[config.mk]
export PLATFORM = sky130hd
export DESIGN_NAME = instruction_fetch_stage
export DESIGN_NICKNAME = d
export VERILOG_FILES = /design/src/rtl/instruction_fetch_stage.sv
export SDC_FILE = /design/constraint.sdc
export NUM_CORES = 1
export LEC_CHECK = 0
export ABC_CLOCK_PERIOD_IN_PS = 2480
export CAP_MARGIN = 20
export CORE_ASPECT_RATIO = 0.5
export CORE_MARGIN = 4
export CORE_UTILIZATION = 45
export CTS_BUF_LIST = sky130_fd_sc_hd__clkbuf_4 sky130_fd_sc_hd__clkbuf_8 sky130_fd_sc_hd__clkbuf_16
export DETAILED_ROUTE_END_ITERATION = 8
export GPL_ROUTABILITY_DRIVEN = 0
export GPL_TIMING_DRIVEN = 0
export HOLD_SLACK_MARGIN = 0.03
export PLACE_DENSITY = 0.81
export SKIP_CTS_REPAIR_TIMING = 1
export SYNTH_ARGS = -nofsm -noshare
export SYNTH_HDL_FRONTEND = slang
export SYNTH_SLANG_ARGS = --single-unit
[constraint.sdc]
create_clock -name clk -period 2.48 [get_ports clk]
set_input_delay 0.62 -clock clk [delete_from_list [all_inputs] [get_ports clk]]
set_output_delay 0.62 -clock clk [all_outputs]
set_load 0.02 [all_outputs]
[src/rtl/instruction_fetch_stage.sv]
// Instruction fetch stage: PC register, IF/ID pipeline register and the redirect
// logic driven by the control-unit outputs of the instruction currently in ID.
module instruction_fetch_stage #(
  parameter int                    DATA_WIDTH = 32,
  parameter logic [DATA_WIDTH-1:0] RESET_PC   = 32'h0040_0000
) (
  input  logic                  clk,
  input  logic                  reset,
  output logic [DATA_WIDTH-1:0] instr_addr,
  input  logic [DATA_WIDTH-1:0] instr_rdata,
  input  logic                  stall,
  input  logic                  Jump,
  input  logic                  JAL,
  input  logic                  JRControl,
  input  logic                  BranchEQ,
  input  logic                  BranchNE,
  input  logic                  Zero,
  input  logic [DATA_WIDTH-1:0] rs_data,
  output logic [5:0]            OP,
  output logic [5:0]            funct,
  output logic [DATA_WIDTH-1:0] id_instr,
  output logic [DATA_WIDTH-1:0] id_pc_plus4,
  output logic                  id_valid,
  output logic [15:0]           flush_count,
  output logic                  misalign_err
);

  logic [DATA_WIDTH-1:0] pc;
  logic [DATA_WIDTH-1:0] pc_plus4;
  logic [DATA_WIDTH-1:0] jump_target;
  logic [DATA_WIDTH-1:0] branch_target;
  logic [DATA_WIDTH-1:0] target;
  logic                  redirect;
  logic                  branch_taken;

  assign instr_addr = pc;
  assign pc_plus4   = pc + DATA_WIDTH'(4);
  assign OP         = id_instr[31:26];
  assign funct      = id_instr[5:0];

  assign jump_target   = {id_pc_plus4[DATA_WIDTH-1:28], id_instr[25:0], 2'b00};
  assign branch_target = id_pc_plus4
                       + {{(DATA_WIDTH-18){id_instr[15]}}, id_instr[15:0], 2'b00};
  assign branch_taken  = (BranchEQ & Zero) | (BranchNE & ~Zero);

  // Bubbles are gated by id_valid, so a NOP's decode can never redirect.
  always_comb begin
    redirect = 1'b0;
    target   = '0;
    if (id_valid) begin
      if (JRControl) begin
        redirect = 1'b1;
        target   = rs_data;
      end else if (Jump || JAL) begin
        redirect = 1'b1;
        target   = jump_target;
      end else if (branch_taken) begin
        redirect = 1'b1;
        target   = branch_target;
      end
    end
  end

  always_ff @(posedge clk or negedge reset) begin
    if (!reset) begin
      pc           <= RESET_PC;
      id_instr     <= '0;
      id_pc_plus4  <= '0;
      id_valid     <= 1'b0;
      flush_count  <= '0;
      misalign_err <= 1'b0;
    end else if (stall) begin
      // rs_data/Zero may be stale while stalled, so redirects wait for release.
      pc           <= pc;
    end else if (redirect) begin
      pc           <= {target[DATA_WIDTH-1:2], 2'b00};
      id_instr     <= '0;
      id_pc_plus4  <= '0;
      id_valid     <= 1'b0;
      if (flush_count != 16'hFFFF) flush_count <= flush_count + 16'd1;
      if (target[1:0] != 2'b00) misalign_err <= 1'b1;
    end else begin
      pc           <= pc_plus4;
      id_instr     <= instr_rdata;
      id_pc_plus4  <= pc_plus4;
      id_valid     <= 1'b1;
    end
  end

endmodule

### Yosys cells after proc, flatten, opt, wreduce, memory -nomap -nowiden

Cells that the tools add are included.

| operators by class | value |
|---|---|
| add/sub/neg operators | 3 |
| equal/unequal tests | 1 |
| mux-type cells | 12 |
| bitwise gates (word level) | 5 |
| reductions and logical operators | 4 |

Operators by type and width:

| cell | count |
|---|---|
| 32-bit two-way mux | 7 |
| 32-bit by 3-bit adder with 32-bit output (second input constant) | 1 |
| 32-bit adder | 1 |
| 16-bit by 1-bit adder with 16-bit output (second input constant) | 1 |
| 16-bit inequality test (second input constant) | 1 |
| 3-bit AND reduction | 2 |
| 1-bit two-way mux | 5 |
| 1-bit AND | 2 |
| 1-bit NOT | 2 |
| 2-bit nonzero test | 1 |
| 1-bit logical OR | 1 |
| 1-bit OR | 1 |

| storage, ports and cells | value |
|---|---|
| flip-flop bits (word level) | 114 |
| input bits | 73 |
| output and inout port bits | 126 |
| logic and storage cells | 31 |

### Depth between registers and ports, before layout

Gate-level depths: netlist of run 1.

| depth | value |
|---|---|
| depth in word-level cells | 9 |
| depth in mapped cells | 12 |

### Worst setup path after synthesis of run 1

Ideal clock, no wire load.

| timing path | value |
|---|---|
| path type | register to register |
| start | register id_instr[0] |
| end | register pc[30], in the netlist instr_addr[30] |
| library setup time | 0.069 ns |
| arrival | 2.820 ns |
| required time | 2.411 ns |
| slack | -0.409 ns |
| stages on the path, launching flop included | 13 |
| buffers on the path | 0 |
| clock period less this slack | 2.889 ns |
| cell sequence | dfrtp_1 ha_1 inv_1 fa_1 and2b_1 o21a_1 o21ai_0 a211oi_1 o2111ai_1 nand2_1 a311oi_1 or4b_1 nand3_1 |

| between the ends | value |
|---|---|
| word-level cells in the longest chain between the ends | 6 |

RTL lines:

| what | line | RTL |
|---|---|---|
| start: declaration | 21 | `output logic [DATA_WIDTH-1:0] id_instr,` |
| start signal: assignment | 84 | `id_instr <= instr_rdata;` |
| 32-bit adder | 43 | `+ {{(DATA_WIDTH-18){id_instr[15]}}, id_instr[15:0], 2'b00};` |
| 32-bit two-way mux | 57 | `end else if (branch_taken) begin` |
| 32-bit two-way mux | 54 | `end else if (Jump \|\| JAL) begin` |
| 32-bit two-way mux | 51 | `if (JRControl) begin` |
| 32-bit two-way mux | 50 | `if (id_valid) begin` |
| 32-bit two-way mux | 75 | `end else if (redirect) begin` |
| end signal: assignment | 74 | `pc <= pc;` |
| end signal: assignment | 76 | `pc <= {target[DATA_WIDTH-1:2], 2'b00};` |
| end signal: assignment | 83 | `pc <= pc_plus4;` |
| end: declaration | 28 | `logic [DATA_WIDTH-1:0] pc;` |

Every way passes these cells.
A chain may end at the register's enable or synchronous reset.

### Worst setup path in the final report of run 1

| timing path | value |
|---|---|
| start | register id_pc_plus4[2] |
| end | register pc[30], in the netlist instr_addr[30] |

| between the ends | value |
|---|---|
| word-level cells in the longest chain between the ends | 6 |

RTL lines:

| what | line | RTL |
|---|---|---|
| start: declaration | 22 | `output logic [DATA_WIDTH-1:0] id_pc_plus4,` |
| start signal: assignment | 85 | `id_pc_plus4 <= pc_plus4;` |
| 32-bit adder | 43 |  |
| 32-bit two-way mux | 57 |  |
| 32-bit two-way mux | 54 |  |
| 32-bit two-way mux | 51 |  |
| 32-bit two-way mux | 50 |  |
| 32-bit two-way mux | 75 |  |

Every way passes these cells.

==> run summary, run 1 <==
OpenSTA, run right after detailed placement, puts the worst setup slack at -1.06 ns. TritonCTS built the clock tree. The via count of the first global-routing pass was around 8000. Yosys printed 0 warnings. The combined area of all synthesized cells came out at 0.00756 mm².

Traced cell by cell, the critical path runs through ha_4 > inv_2 > fa_2 > and2b_1 > o21a_1 > o21ai_2 > a211oi_4 > o2111ai_2 > nand2_2 > a311oi_4 > or4b_1 > nand3_1. The netlist uses 71 different library cells. Setup repair after global routing could not meet its margin everywhere. The later pin in the worst-skew pair is clocked with a latency of about 0.36 ns. The average instance area after synthesis is 8.15 µm². The number of buffers inserted during clock tree synthesis is 9. The achievable clock frequency came out at roughly 330 MHz. The kind of launch point of the worst setup path is a flop. The starting density of the core came out at 0.460. The residual overflow from global routing is 0.

The flow ran to the end, but the final reports show violations. The path class of the tightest hold or removal check is input port to asynchronous set/reset pin. The total number of placement rows came out at 33. The width of the die is approximately 190 µm. The critical-path maximum fanout is 3. The number of setup violations in the final report came out at 25. In the synthesized netlist the dominant register cell turns out to be dfrtp_1. The total power of the final layout is 8.27 mW. In this run the critical register-to-register path is launched from id_pc_plus4[2]. The data required time of the critical path came out at 2.78 ns. For the finished layout, the period the worst path requires is 2.99 ns.

The area growth from synthesis to final layout came out at 46.3%. In the final design database the tool counted between 1000 and 1500 nets. The analysis attributes to cell leakage a power of ~4.6 nW.

The total half-perimeter wirelength after legalization and detailed placement came out at about 21 mm. The type of destination of the critical path is a flop. During I/O placement, the number of pins put on the boundary was ~200. The share of layout cells above drive strength 1 is 0.180.

The final reports fail on setup timing. The number of H-tree levels came out at 3. The share of total power dissipated in the clock network is 0.180. The tree is rooted in a clkbuf_16.

The final count of pins violating max slew came out at 0. On the critical path, the stage with the largest delay is an instance of or4b_1. Once routing completed, OpenROAD measured the worst setup slack at -0.506 ns. Of the synthesized area, sequential elements account for 0.364. The clock slew at the register clock pins of the worst setup and hold paths came out at 0.08 ns. Once detail routing completed, the nets flagged for antenna violations numbered 0.

The number of antenna repair diodes came out at 0. The routed via count divided by cell count came out at 6.21. The endpoint of the worst-slack reg-to-reg timing path is instr_addr[30].

The cell count after synthesis is between 900 and 1000. The combinational fraction of design power came out at 0.490. In this run, the number of DRC markers left after iteration 0 of detailed routing was between 1000 and 1500. No sink is reached through more buffers than the 2 on the longest clock path. The internal cell power is between 4 and 5 mW.

The actual transition at the worst max-transition pin is 0.883 ns. The number of enable-type register cells in the synthesized netlist came out at 0. The post-layout instance count excluding filler cells is between 1000 and 1500. The number of detailed-route iterations in the first pass came out at 6. After detailed routing, the number of remaining DRC violations is 0. The number of buffer cells added on primary ports came out at between 150 and 200. For the worst flop-to-flop path, the logic depth is 12. The core area is ~0.016 mm². The top cell types in the final layout, fill and taps aside, are clkdlybuf4s50_1, nand2_1, o21ai_0.

The average routed wire per standard cell came out at between 20 and 25 µm. The register-to-register path setup slack came out at -0.51 ns. The overall fraction of global-route tracks in use came out at 0.287. Once layout is complete, the utilization of the core stands at 0.673.

Once placement completed, the tool counted placed cells totaling approximately 1400. The height of the die came out at around 100 µm. The peak per-stage delay on the critical path came out at 0.51 ns. Of the total power, the share spent switching nets is 0.432. The clock net in this run drives a total of between 100 and 150 sinks. The total power per unit cell area is about 750 mW/mm². The final total negative setup slack is -6.30 ns.

The worst clock skew came out at 0.0109 ns. The sum of routed wire length over all layers is between 30 and 40 mm. The initial antenna violation count is 0. The share of flip-flops with an asynchronous set or reset is 1.00. Of the total power, registers draw 0.330. The die covers 0.0191 mm².

The net switching power came out at roughly 3.6 mW. In the finished design, the share of the clock period the worst path needs comes to 1.20. The worst-case IR drop observed on VDD is approximately 0.00054 V. The relative slew slack is 0.411. The arrival time at the worst endpoint came out at 3.29 ns. The max-capacitance violation count is 0. The most common cell after layout, fill and taps aside is clkdlybuf4s50_1. The maximum number of pins on one net before global-route repair came out at 96. The detailed router placed just under 9000 vias in this run. The final hold violation count came out at 0. The worst setup path is of the flop to flop kind.

Synthesis inferred between 100 and 150 register bits. The first global-routing pass estimated roughly 43 mm of wire.
power groups by stage:
stage          clock [mW]  combinational [mW]  sequential, mW
3_5_place_dp            0                3.47            2.70
2_1_floorplan           0                1.59            3.02
5_1_grt              1.56                4.26            2.78
4_1_cts              1.47                3.49            2.67
3_3_place_gp            0                3.38            2.68
6_report             1.49                4.05            2.73
through the flow:
step,cell area [µm²],hold slack [ns]
floorplan,7680,0.324
global placement,9890,0.463
detailed placement,9920,0.462
CTS,10200,0.0888
global route,11100,0.0852
finish,11100,0.0770
layout make-up:
| class | count | area [µm²] |
|---|---|---|
| Sequential cell | 110 | 2780 |
| Multi-Input combinational cell | 728 | 4950 |
| Clock buffer | 9 | 225 |
| Clock inverter | 7 | 65.1 |
| Fill cell | 1292 | 5370 |
| Inverter | 23 | 86.3 |
| Buffer | 66 | 382 |
| Tap cell | 227 | 284 |
| Timing Repair Buffer | 238 | 2300 |
flip-flops by register name (all words and copies together), names as in the netlist:
register,flops
id_instr,32
id_valid,1
id_pc_plus4,30
instr_addr,30
flush_count,16
misalign_err,1
cells by family (layout without fill, tap and decap cells):
logic type,count (synthesis),in the layout,synth area share
buffers and inverters,93,343,0.0559
other,1,4,0.000496
DFF,110,110,0.364
muxes,6,6,0.00877
xor gates and xnor gates,63,63,0.0730
AOI/OAI and AO/OA,291,291,0.238
and+or+nand+nor,332,332,0.206
adders and majority gates,32,32,0.0539
worst max-delay path: cells and delay by family, from the launching register on:
kind	cells	cell delay [ns]
compound gates	5	0.98
fa+ha+maj	2	0.50
buf+inv	1	0.04
flops	1	0.41
simple gates	4	1.00
routing by layer:
layer  up-vias  part of all wire  track usage
li1       3770                 -            -
met4         0             0.044       0.0899
met3       171              0.12       0.0733
met2       680              0.46        0.457
met1      4129              0.38        0.388
met5         -                 0            0
worst max path at each step:
stage	end	startpoint	cells past startpoint
after floorplan	instr_addr[30]	id_instr[0]	12
after global placement	id_instr[8]	reset	1
after detailed placement	instr_addr[31]	Zero	10
after CTS	instr_addr[31]	Zero	10
after global routing	instr_addr[30]	id_instr[0]	12
final	instr_addr[30]	id_pc_plus4[2]	12
synth_stat cells (3+ instances only):
master    number  share of area
nor3_1        12         0.0079
a21o_1        14          0.014
buf_2          7         0.0046
nor2_1        66          0.033
and2_1         4         0.0033
xor2_1        20          0.023
buf_1          3         0.0015
nand3_1       33          0.022
a221oi_1       5         0.0058
o31ai_1        6         0.0060
a221o_1        3         0.0040
dfrtp_1      109           0.36
nand2b_1       9         0.0074
clkbuf_1      42          0.021
and3_1        17          0.014
ha_1          31          0.051
a311oi_1       3         0.0035
a31oi_1       12         0.0099
o21ai_0      121          0.080
nand4_1       10         0.0083
buf_4         17          0.017
o21a_1         5         0.0050
inv_1         23          0.011
o21bai_1      10         0.0099
nand2_1      152          0.075
mux2_2         5         0.0074
nor4_1         5         0.0041
a211oi_1       9         0.0089
nor2b_1        4         0.0033
o22ai_1       15          0.012
xnor2_1       43          0.050
a21oi_1       60          0.040
(Power assumes the default switching activity.)
==> inputs of run 2 (changes only) <==
--- a/config.mk
+++ b/config.mk
@@ -5,17 +5,17 @@
 export SDC_FILE = /design/constraint.sdc
 export NUM_CORES = 1
 export LEC_CHECK = 0
-export ABC_CLOCK_PERIOD_IN_PS = 2480
+export ABC_CLOCK_PERIOD_IN_PS = 3100
 export CAP_MARGIN = 20
 export CORE_ASPECT_RATIO = 0.5
 export CORE_MARGIN = 4
-export CORE_UTILIZATION = 45
+export CORE_UTILIZATION = 50
 export CTS_BUF_LIST = sky130_fd_sc_hd__clkbuf_4 sky130_fd_sc_hd__clkbuf_8 sky130_fd_sc_hd__clkbuf_16
 export DETAILED_ROUTE_END_ITERATION = 8
 export GPL_ROUTABILITY_DRIVEN = 0
 export GPL_TIMING_DRIVEN = 0
 export HOLD_SLACK_MARGIN = 0.03
-export PLACE_DENSITY = 0.81
+export PLACE_DENSITY = 0.85
 export SKIP_CTS_REPAIR_TIMING = 1
 export SYNTH_ARGS = -nofsm -noshare
 export SYNTH_HDL_FRONTEND = slang
==> constraint.sdc (replaced) <==
create_clock -name clk -period 3.1 [get_ports clk]
set_input_delay 0.775 -clock clk [delete_from_list [all_inputs] [get_ports clk]]
set_output_delay 0.775 -clock clk [all_outputs]
set_load 0.02 [all_outputs]
==> run 2 against run 1 <==
The run still ends with setup timing left. Clock skew fell by 0.0023 ns. Register-to-register slack improved by 0.37 ns. Cell count fell by 4.8%. Combinational power fell by 30%. Maximum frequency fell by 7.9%. Cell area fell by 7.4%. Critical path type unchanged. Largest cell class unchanged. Highest routed layer unchanged.
==> run summary, run 2 (synthesized netlist as in run 1, its figures left out) <==
The flow ran to the end, but the final reports show violations. The checks that failed: setup timing. The internal cell power came out at 3.61 mW (-23%). The CTS tree is yes. The total half-perimeter wirelength after legalization and detailed placement was 20.8 mm (-1.7%). The combinational fraction of design power was 0.455 (-0.035). The total I/O pin count came out at 199 (unchanged). The cell at the root of the clock tree is clkbuf_16. The number of sinks on the clock net came out at 110 (unchanged). The number of detailed-route iterations in the first pass is 6 (unchanged). Counting flops per register, the top entry is id_instr. The core area was 0.0146 mm² (-11%). The leakage power summed over all cells came out at 4.29 nW (-5.7%). The cell count after placement came out at 1323 (-2.1%). The via count of the first global-routing pass came to 8088 (+1.9%). The first-pass GRT wire length is 43.0 mm (-0.56%). The arrival time at the worst endpoint is 3.47 ns (+0.18 ns).

The most common cell after layout, fill and taps aside is clkdlybuf4s50_1. The number of antenna repair diodes is 0 (unchanged). The number of DRC violations after detailed routing came out at 0 (unchanged). The net switching power came out at 2.65 mW (-26%). The worst setup path is captured at a flop. The starting density of the core came out at 0.517 (+0.0570). The peak per-stage delay on the critical path was 0.48 ns (-0.03 ns). The number of buffers inserted during clock tree synthesis came out at 9 (unchanged). The post-layout minimum cycle time is 3.24 ns (+0.254 ns).

The critical-path maximum fanout came out at 5 (+2). The residual antenna-violating net count after detailed routing is 0 (unchanged). The fraction of power spent switching nets came out at 0.423 (-0.00918). The maximum number of pins on one net before global-route repair is 73 (-24%). The register-to-register path setup slack was -0.14 ns (+0.37 ns). The achievable clock frequency came to 309 MHz (-7.9%). The area growth from synthesis to final layout came out at 35.5%. The first-iteration detailed-routing DRC count was 1373 (+7.4%). The number of buffer and inverter stages on the critical path came out at 0 (-1). The net count reported at finish came to 1242 (-3.0%).

The smallest hold slack is 0.319 ns (+0.242 ns). The endpoint identified for the worst register-to-register timing path is instr_addr[29]. The routed via count divided by cell count was 6.35 (+2.2%). The area of all placed cells without fillers came out at 0.0102 mm² (-7.4%). The largest individual stage delay along the critical path comes from the cell dfrtp_1. In this design, the critical path's most frequently occurring cell is o21ai_0. The total power per unit cell area came out at 611 mW/mm² (-18%). The relative slew slack is 0.490 (+0.0788).

The residual overflow from global routing is 0 (unchanged). The timing endpoint of the critical path is instr_addr[29]. The share of layout cells above drive strength 1 came out at 0.0849 (-0.0946).

Setup repair after global routing could not meet its margin everywhere. The average routed wire per standard cell came out at 21.1 µm (-2.7%). The sequential power share was 0.343 (+0.013).

The final count of pins violating max slew is 0 (unchanged). STA classifies the critical path startpoint as a flop. The flip-flop count of the largest register, all copies and words added is 32 (unchanged). The startpoint-to-endpoint class of the critical path is flop to flop.

The clock slew at the register clock pins of the worst setup and hold paths came out at 0.08 ns (about the same). The data required time of the critical path came out at 3.33 ns (+0.55 ns). The number of buffers on the longest clock path is 2 (unchanged).

The filler cell count in the final layout came out at 1131 (-12%). Tracing the worst setup path back leads to its startpoint at id_instr[2]. The overall via count from detail_route is 8512 (-2.7%). The actual transition at the worst max-transition pin is 0.759 ns (-0.124 ns). The initial antenna violation count came to 0 (unchanged). The number of buffer cells added on primary ports came out at 193 (unchanged). The area of the die is 0.0173 mm² (-9.4%). The clock network fraction of total power came out at 0.202 (+0.022). The depth of the worst register-to-register path came out at 9 (-3).

The final worst setup slack was -0.141 ns (+0.366 ns). The family of cells with the greatest summed delay on the critical path is compound AO/OA/AOI/OAI gates. The final hold violation count is 0 (unchanged). The signal on the critical path passes through ha_1 > o21ai_0 > nor4_4 > o311ai_4 > o2111ai_2 > a31oi_2 > nor2_1 > a311oi_1 > o21ai_0. The post-route clock period utilization came out at 1.05 (-0.159). The max-capacitance violation count was 0 (unchanged). The total power of the final layout is 6.26 mW (-24%). Leaving out fill and tap cells, the most frequent cells in the layout are clkdlybuf4s50_1, nand2_1, o21ai_0. The number of setup violations in the final report is 3 (-88%).

In this run the critical register-to-register path is launched from id_instr[2]. The path class of the lowest-slack min-delay path is input port to asynchronous set/reset pin. The width of the die came out at 182 µm (-4.9%). The depth of the critical timing path with buffers and inverters included came to 9 (-3). The standard cell area after detailed placement is 0.00978 mm² (-1.4%). The insertion delay to the later sink of the worst-skew pair is 0.36 ns (about the same). The overall fraction of global-route tracks in use is 0.313 (+0.0259). The number of H-tree levels came out at 3 (unchanged). The sum of routed wire length over all layers was 28.3 mm (-7.4%). The height of the die was 95.0 µm (-4.7%). The worst slack after detailed placement is -0.673 ns (+0.391 ns). The post-layout instance count excluding filler cells came to 1340 (-4.8%). The total number of placement rows came out at 31 (-6.1%). The worst vdd rail ir drop is 0.000406 V (-25%). The worst clock skew was 0.00868 ns (-0.00226 ns).
run 2: power groups by stage:
stage	registers, mW	clock network [mW]	logic (mW)
4_1_cts	2.13	1.25	2.74
3_5_place_dp	2.15	0	2.72
5_1_grt	2.18	1.30	3.03
3_3_place_gp	2.14	0	2.65
2_1_floorplan	2.40	0	1.24
6_report	2.15	1.26	2.85
run 2: metal layers:
metal / global-route usage / vias up / share of wire
met5: 0.0171 / - / 0
met4: 0.115 / 0 / 0.039
met3: 0.0981 / 133 / 0.13
met2: 0.492 / 683 / 0.45
met1: 0.410 / 4000 / 0.38
li1: - / 3696 / -
run 2: final cells by class:
type,instances,area (µm²),share of cell area
Buffer,68,339,0.0331
Inverter,23,86.3,0.00843
Clock buffer,10,233,0.0227
Sequential cell,110,2760,0.269
Timing Repair Buffer,197,1980,0.194
Clock inverter,6,73.8,0.00720
Tap cell,198,248,0.0242
Multi-Input combinational cell,728,4530,0.442
run 2: worst min-delay path by stage:
| stage | start | to | slack [ns] |
|---|---|---|---|
| final | reset | id_instr[9] | 0.32 |
| after global routing | reset | id_instr[9] | 0.35 |
| after CTS | reset | id_instr[8] | 0.33 |
| after detailed placement | misalign_err | misalign_err | 0.49 |
| after global placement | misalign_err | misalign_err | 0.46 |
| after floorplan | reset | flush_count[0] | 0.48 |
run 2: stage by stage:
step | util | TNS (ns)
4_1_cts | 0.690 | -6.37
5_1_grt | 0.701 | -0.274
2_1_floorplan | - | 0
3_3_place_gp | 0.667 | -363.01
3_5_place_dp | 0.669 | -27.41
6_report | 0.701 | -0.178
